File: config.mk
export PLATFORM = sky130hd
export DESIGN_NAME = regfile_sequencer
export DESIGN_NICKNAME = d
export VERILOG_FILES = /design/src/rtl/regfile_sequencer.sv
export SDC_FILE = /design/constraint.sdc
export NUM_CORES = 1
export LEC_CHECK = 0
export ABC_AREA = 1
export CAP_MARGIN = 10
export CORE_MARGIN = 5
export CORE_UTILIZATION = 25
export CTS_BUF_LIST = sky130_fd_sc_hd__clkbuf_16
export CTS_CLUSTER_SIZE = 8
export DETAILED_ROUTE_END_ITERATION = 7
export PLACE_DENSITY = 0.56
export SYNTH_ARGS = -nofsm -noshare
export SYNTH_HDL_FRONTEND = slang
export SYNTH_SLANG_ARGS = --single-unit
File: constraint.sdc
create_clock -name clk -period 3.5 [get_ports clk]
set_input_delay 0.525 -clock clk [delete_from_list [all_inputs] [get_ports clk]]
set_output_delay 0.525 -clock clk [all_outputs]
set_load 0.01 [all_outputs]
File: src/rtl/regfile_sequencer.sv
// Command sequencer for a 16x8 register file: reads operands, runs a small ALU,
// writes the result back and reports the result with zero/carry flags.
module regfile_sequencer #(
    parameter int unsigned DATA_W = 8,
    parameter int unsigned ADDR_W = 4
) (
    input  logic              clk,
    input  logic              Reset,
    input  logic              cmd_valid,
    output logic              cmd_ready,
    input  logic [2:0]        cmd_op,
    input  logic [ADDR_W-1:0] cmd_rd,
    input  logic [ADDR_W-1:0] cmd_rs1,
    input  logic [ADDR_W-1:0] cmd_rs2,
    input  logic [DATA_W-1:0] cmd_imm,
    output logic              RegFileRead,
    output logic [ADDR_W-1:0] Source1,
    output logic [ADDR_W-1:0] Source2,
    input  logic [DATA_W-1:0] Dataout1,
    input  logic [DATA_W-1:0] Dataout2,
    output logic              RegFileWrite,
    output logic [ADDR_W-1:0] Destin,
    output logic [DATA_W-1:0] Datain,
    output logic              done,
    output logic [DATA_W-1:0] result,
    output logic              flag_z,
    output logic              flag_c
);

    localparam logic [2:0] OP_ADD  = 3'd0;
    localparam logic [2:0] OP_SUB  = 3'd1;
    localparam logic [2:0] OP_AND  = 3'd2;
    localparam logic [2:0] OP_OR   = 3'd3;
    localparam logic [2:0] OP_XOR  = 3'd4;
    localparam logic [2:0] OP_MOVI = 3'd5;
    localparam logic [2:0] OP_MOV  = 3'd6;
    localparam logic [2:0] OP_CMP  = 3'd7;

    typedef enum logic [2:0] {
        S_IDLE  = 3'd0,
        S_READ  = 3'd1,
        S_EXEC  = 3'd2,
        S_WRITE = 3'd3,
        S_DONE  = 3'd4
    } state_e;

    state_e              state_q;
    logic [2:0]          op_q;
    logic [ADDR_W-1:0]   rd_q;
    logic [DATA_W-1:0]   imm_q;
    logic                cmd_ready_q;
    logic                rf_read_q;
    logic [ADDR_W-1:0]   src1_q;
    logic [ADDR_W-1:0]   src2_q;
    logic                rf_write_q;
    logic [ADDR_W-1:0]   destin_q;
    logic [DATA_W-1:0]   datain_q;
    logic                done_q;
    logic [DATA_W-1:0]   result_q;
    logic                flag_z_q;
    logic                flag_c_q;

    logic [DATA_W:0]     a_ext;
    logic [DATA_W:0]     b_ext;
    logic [DATA_W:0]     alu_d;
    logic [DATA_W-1:0]   result_d;
    logic                flag_z_d;
    logic                flag_c_d;

    // 9-bit ALU on live read data; bit DATA_W is carry (ADD) or borrow (SUB/CMP)
    always_comb begin
        a_ext    = {1'b0, Dataout1};
        b_ext    = {1'b0, Dataout2};
        alu_d    = '0;
        flag_c_d = 1'b0;
        unique case (op_q)
            OP_ADD: begin
                alu_d    = a_ext + b_ext;
                flag_c_d = alu_d[DATA_W];
            end
            OP_SUB, OP_CMP: begin
                alu_d    = a_ext - b_ext;
                flag_c_d = alu_d[DATA_W];
            end
            OP_AND:  alu_d = a_ext & b_ext;
            OP_OR:   alu_d = a_ext | b_ext;
            OP_XOR:  alu_d = a_ext ^ b_ext;
            OP_MOVI: alu_d = {1'b0, imm_q};
            OP_MOV:  alu_d = a_ext;
            default: alu_d = '0;
        endcase
        result_d = alu_d[DATA_W-1:0];
        flag_z_d = (result_d == '0);
    end

    always_ff @(posedge clk) begin
        if (Reset) begin
            state_q     <= S_IDLE;
            op_q        <= OP_ADD;
            rd_q        <= '0;
            imm_q       <= '0;
            cmd_ready_q <= 1'b1;
            rf_read_q   <= 1'b0;
            src1_q      <= '0;
            src2_q      <= '0;
            rf_write_q  <= 1'b0;
            destin_q    <= '0;
            datain_q    <= '0;
            done_q      <= 1'b0;
            result_q    <= '0;
            flag_z_q    <= 1'b0;
            flag_c_q    <= 1'b0;
        end else begin
            done_q     <= 1'b0;
            rf_write_q <= 1'b0;
            unique case (state_q)
                S_IDLE: begin
                    if (cmd_valid && cmd_ready_q) begin
                        op_q        <= cmd_op;
                        rd_q        <= cmd_rd;
                        imm_q       <= cmd_imm;
                        src1_q      <= cmd_rs1;
                        src2_q      <= cmd_rs2;
                        cmd_ready_q <= 1'b0;
                        if (cmd_op == OP_MOVI) begin
                            state_q <= S_EXEC;
                        end else begin
                            state_q   <= S_READ;
                            rf_read_q <= 1'b1;
                        end
                    end
                end
                S_READ: begin
                    state_q <= S_EXEC;
                end
                S_EXEC: begin
                    result_q  <= result_d;
                    datain_q  <= result_d;
                    flag_z_q  <= flag_z_d;
                    flag_c_q  <= flag_c_d;
                    rf_read_q <= 1'b0;
                    if (op_q == OP_CMP) begin
                        state_q <= S_DONE;
                        done_q  <= 1'b1;
                    end else begin
                        state_q    <= S_WRITE;
                        rf_write_q <= 1'b1;
                        destin_q   <= rd_q;
                    end
                end
                S_WRITE: begin
                    state_q <= S_DONE;
                    done_q  <= 1'b1;
                end
                S_DONE: begin
                    state_q     <= S_IDLE;
                    cmd_ready_q <= 1'b1;
                end
                default: begin
                    state_q     <= S_IDLE;
                    cmd_ready_q <= 1'b1;
                    rf_read_q   <= 1'b0;
                end
            endcase
        end
    end

    assign cmd_ready    = cmd_ready_q;
    assign RegFileRead  = rf_read_q;
    assign Source1      = src1_q;
    assign Source2      = src2_q;
    assign RegFileWrite = rf_write_q;
    assign Destin       = destin_q;
    assign Datain       = datain_q;
    assign done         = done_q;
    assign result       = result_q;
    assign flag_z       = flag_z_q;
    assign flag_c       = flag_c_q;

endmodule

Word level (Yosys, flattened, before mapping)
Index checks and enable logic that the tools add are counted.

Bits in registers: 44. Latch bits: 0. RAM bits: 0. Memory bits (read-only): 0. Input bits: 42. Logic and storage cells: 63. Memories: 0.

Add/subtract/negate cells: 2. $mul: 0. Div/mod/pow operators: 0. Order comparisons: 0. Equal/unequal tests: 14. Shift-type cells: 0. Muxes and demuxes: 14. Bitwise logic cells: 7. Reductions and logical operators: 12.

Operator list (number): 8-bit one-hot mux with 7 select lines (1); 3-bit equality test (second input constant) (6); 3-bit by 2-bit equality test with 1-bit output (second input constant) (4); 3-bit one-hot mux with 4 select lines (1); 8-bit by 8-bit adder with 9-bit output (1); 8-bit by 8-bit subtractor with 9-bit output (1); 8-bit AND (1); 8-bit zero test (1); 8-bit bitwise OR (1); 1-bit one-hot mux with 2 select lines (4); 8-bit bitwise XOR (1); 3-bit by 1-bit equality test with 1-bit output (second input constant) (2); 3-bit zero test (2); 3-bit 2-to-1 mux (2); 2-bit AND reduction (3); 3-bit OR reduction (2); 1-bit 2-to-1 mux (5); 2-bit != test (second input constant) (2); 1-bit NOT (4); 2-bit OR reduction (2); 3-bit AND reduction (1); 2-bit 2-to-1 mux (1); 1-bit logical AND (1).

Depth between registers and ports, before layout
Depth after elaboration: 4. Gate-level depth with buffers: 14. Depth with buffers taken out: 14.

Worst setup path before layout
No wires, ideal clock.

Kind: input-to-reg. Start point: in Dataout1[0]. End point: reg flag_z_q, in the netlist flag_z. Library setup time: 0.070 ns. Arrival: 1.881 ns. Required time: 3.430 ns. Slack: 1.549 ns. Cell stages on the path: 12. Cell sequence: inv_1 ha_1 fa_1 inv_1 nand3_1 nand3_1 nand2_1 nand3_1 nand3_1 nor2_1 nand4_1 a21oi_1.

Word-level cells in the longest chain between the ends: 3. Elaborated cells between the ends (all ways): 7. Those cells by class: add/sub (2); mux (1); bitwise (3); reduce/logical (1).

Ends and longest elaborated chain: start: declaration (line 19) `input logic [DATA_W-1:0] Dataout1,`; 8-bit by 8-bit subtractor with 9-bit output (tied with other cells) (line 82) `alu_d = a_ext - b_ext;`; 8-bit one-hot mux with 7 select lines * (line 76) `unique case (op_q)`; 8-bit zero test * (line 93) `flag_z_d = (result_d == '0);`; end signal: assignment (line 139) `flag_z_q <= flag_z_d;`; end: declaration (line 60) `logic flag_z_q;`.

Every way passes the cells marked *; elsewhere a longest branch is shown, timed or not. A chain may end at the register's enable or synchronous reset.

Final worst setup path
Start point: in Dataout1[3]. End point: reg flag_z_q, in the netlist flag_z.

The elaborated chain is that of the path after synthesis.

==> impl_metrics.ini <==
[floorplan]
rows = 40
die_h_um = 120
dieArea_mm2 = 0.0145
io-pin-count = 76
die_x_um = 120
core_mm2 = 0.0120
initial_utilization = 0.255

[yosys]
ys_seq_elements = 44
synth_nets = 537
yosysSeqAreaShare = 0.289
synthSimpleGateAreaFrac = 0.304
synth_compound_area_frac = 0.152
yosysWarnings = 0
synth_cell_types = 31
async_flop_share = 0
synth-edff-count = 0
muxShareOfSynthArea = 0
netlist_area_mm2 = 0.00305
avgSynthCellArea_um2 = 6.51
synthFlopType = dfxtp_1
synth_cells = 468
synth-xor-area-share = 0.00575
synth_top_family_by_area = simple AND/OR/NAND/NOR gates
synth_fa_ha_area_frac = 0.116

[cells_and_area]
diodes = 0
final_cells = 676
drive_gt1_frac = 0.0529
layout_commonest_cell = nand2_1
design_area_mm2 = 0.00401
final_cell_mix = 86 x nand2_1, 77 x nor2_1, 75 x clkdlybuf4s50_1, 63 x inv_1, 50 x o21ai_0
final_nets = 597
area_growth_pct = 31.6

[route]
firstDrtPassIters = 4
ant_nets = 0
avgViaCountPerCell = 4.60
num_vias = 3109
route.detailed.drc = 0
drt_iter0_drc = 195
wl_per_cell_um = 13.9
wirelength_um = 9400

[sta]
slew_headroom = 0.689
finalSetupViolCount = 0
worstMarginPinSlew_ns = 0.466
fin_skew_ns = 0.00802
slew_viol_final = 0
rsz0062_at_grt = false
final.setup.tns_ns = 0
clock.fmax_ghz = 0.403
hold_viol_final = 0
fin_crit_ns = 2.48
fin_crit_sh = 0.709

[setup_path]
cp_data_required_time_ns = 3.71
crit_fanout = 10
max_stage_delay_ns = 0.57
crit_type = primary input to register
arrival_ns = 2.69
worst_path_max_delay_cell = clkdlybuf4s50_1
cp_cell_sequence = clkdlybuf4s50_1 -> inv_1 -> ha_1 -> nor2_1 -> o21ai_0 -> nand4_1 -> nand3_1 -> nand3_1 -> nor2_1 -> nand4_1 -> a21oi_1
cp-end-kind = register
cp-start-kind = primary input

[clock_network]
post-cts-setup-buffers = 0
clock-root-buffer = clkbuf_16
hold_buffers = 0
max-clock-path-buffers = 2
cts_resized = 0
clock-sinks = 44
cts_tree = done
htreeDepth = 2
cts_buffers = 5
clock_latency_ns = 0.29
cts.clk_slew.worst_paths_ns = 0.06

[power_and_ir_drop]
p_switching_w = 0.000646
power.total_w = 0.00184
netSwitchingFraction = 0.352
internal-power_w = 0.00119
p_clk_frac = 0.294
p_leak_nw = 1.87
powerDensity_mw_per_mm2 = 458
sequentialPowerShare = 0.342
power_frac_comb = 0.364
ir_drop_mv = 0.196

[place]
dp_hpwl_um = 7520
place_area_mm2 = 0.00384
portBuffers = 75
gp_congestion = 0.957
dp_cells = 668

[global_routing]
grt_max_degree = 30
grt_antenna_before_repair = 0
grt-ovfl-total = 0
grt_pass1_wl_um = 15400
grt_usage = 0.131
grt_pass1_vias = 3134

[outcome]
status = complete, no violations

[hold_path]
hold_class = register to register

[run]
max_cap_violations = 0
[power groups by stage]
stage / combinational, W / clock, W / sequential [W]
floorplan: 0.000418 / 0 / 0.000638
global placement: 0.000671 / 0 / 0.000636
detailed placement: 0.000668 / 0 / 0.000639
CTS: 0.000673 / 0.000555 / 0.000629
global route: 0.000754 / 0.000579 / 0.000638
finish: 0.000668 / 0.000540 / 0.000628
[routing by layer]
metal	wire length [um]	global-route usage	vias up
met2	4350	0.226	104
met5	0	0	-
met1	4070	0.162	1395
li1	-	-	1599
met3	873	0.0370	11
met4	114	0.0326	0
[worst max-delay path, delay by kind of cell]
family / cells / cell delay (ns)
simple gates: 6 / 0.67
fa+ha+maj: 1 / 0.48
buf+inv: 2 / 0.64
compound gates: 2 / 0.39
[area by class of cell]
| cell class | instances | area, um2 |
|---|---|---|
| fill | 1305 | 7950 |
| multi-input combinational | 333 | 1760 |
| sequential | 44 | 881 |
| timing repair buffer | 76 | 758 |
| inverter | 68 | 255 |
| tap | 147 | 184 |
| clock buffer | 5 | 125 |
| clock inverter | 3 | 46.3 |
[synthesized netlist by cell type (all sizes together) (2+ instances only)]
| cell | n | area [um2] |
|---|---|---|
| nor2 | 85 | 344 |
| nand3 | 37 | 195 |
| xnor2 | 2 | 17.5 |
| fa | 2 | 40.0 |
| ha | 25 | 313 |
| o21bai | 2 | 15.0 |
| o211ai | 2 | 15.0 |
| buf | 17 | 128 |
| a21oi | 26 | 138 |
| nand2 | 87 | 329 |
| o22ai | 3 | 18.8 |
| o21ai | 51 | 259 |
| nand4 | 6 | 37.5 |
| clkbuf | 6 | 23.8 |
| inv | 68 | 255 |
| dfxtp | 44 | 881 |
[flip-flops by register name (all words and copies together), names as in the netlist]
register / cells
flag_z: 1
flag_c: 1
done: 1
imm_q: 8
cmd_ready: 1
RegFileRead: 1
result: 8
rd_q: 4
op_q: 3
Destin: 4
Source2: 4
state_q: 3
RegFileWrite: 1
Source1: 4
[logic make-up after synthesis]
kind of cell	count (synthesis)
xor+xnor	2
fa+ha+maj	27
simple gates	218
compound gates	86
flops	44
buf+inv	91
[metrics by stage]
step | utilization | worst slack (ns) | hold WS, ns
final | 0.335 | 1.02 | 0.467
after global routing | 0.335 | 0.643 | 0.487
after CTS | 0.335 | 0.998 | 0.467
after detailed placement | 0.321 | 0.710 | 0.458
after global placement | 0.321 | 0.699 | 0.438
after floorplan | - | 1.55 | 0.425
[worst paths after layout]
check	startpoint	endpoint	depth (start not counted)	slack [ns]
worst min register to register	rd_q[0]	Destin[0]	2	0.47
worst min-delay path	rd_q[0]	Destin[0]	2	0.47
worst max register to register	op_q[2]	flag_z	10	1.42
worst max-delay path	Dataout1[3]	flag_z	11	1.02
(Power assumes the default switching activity.)
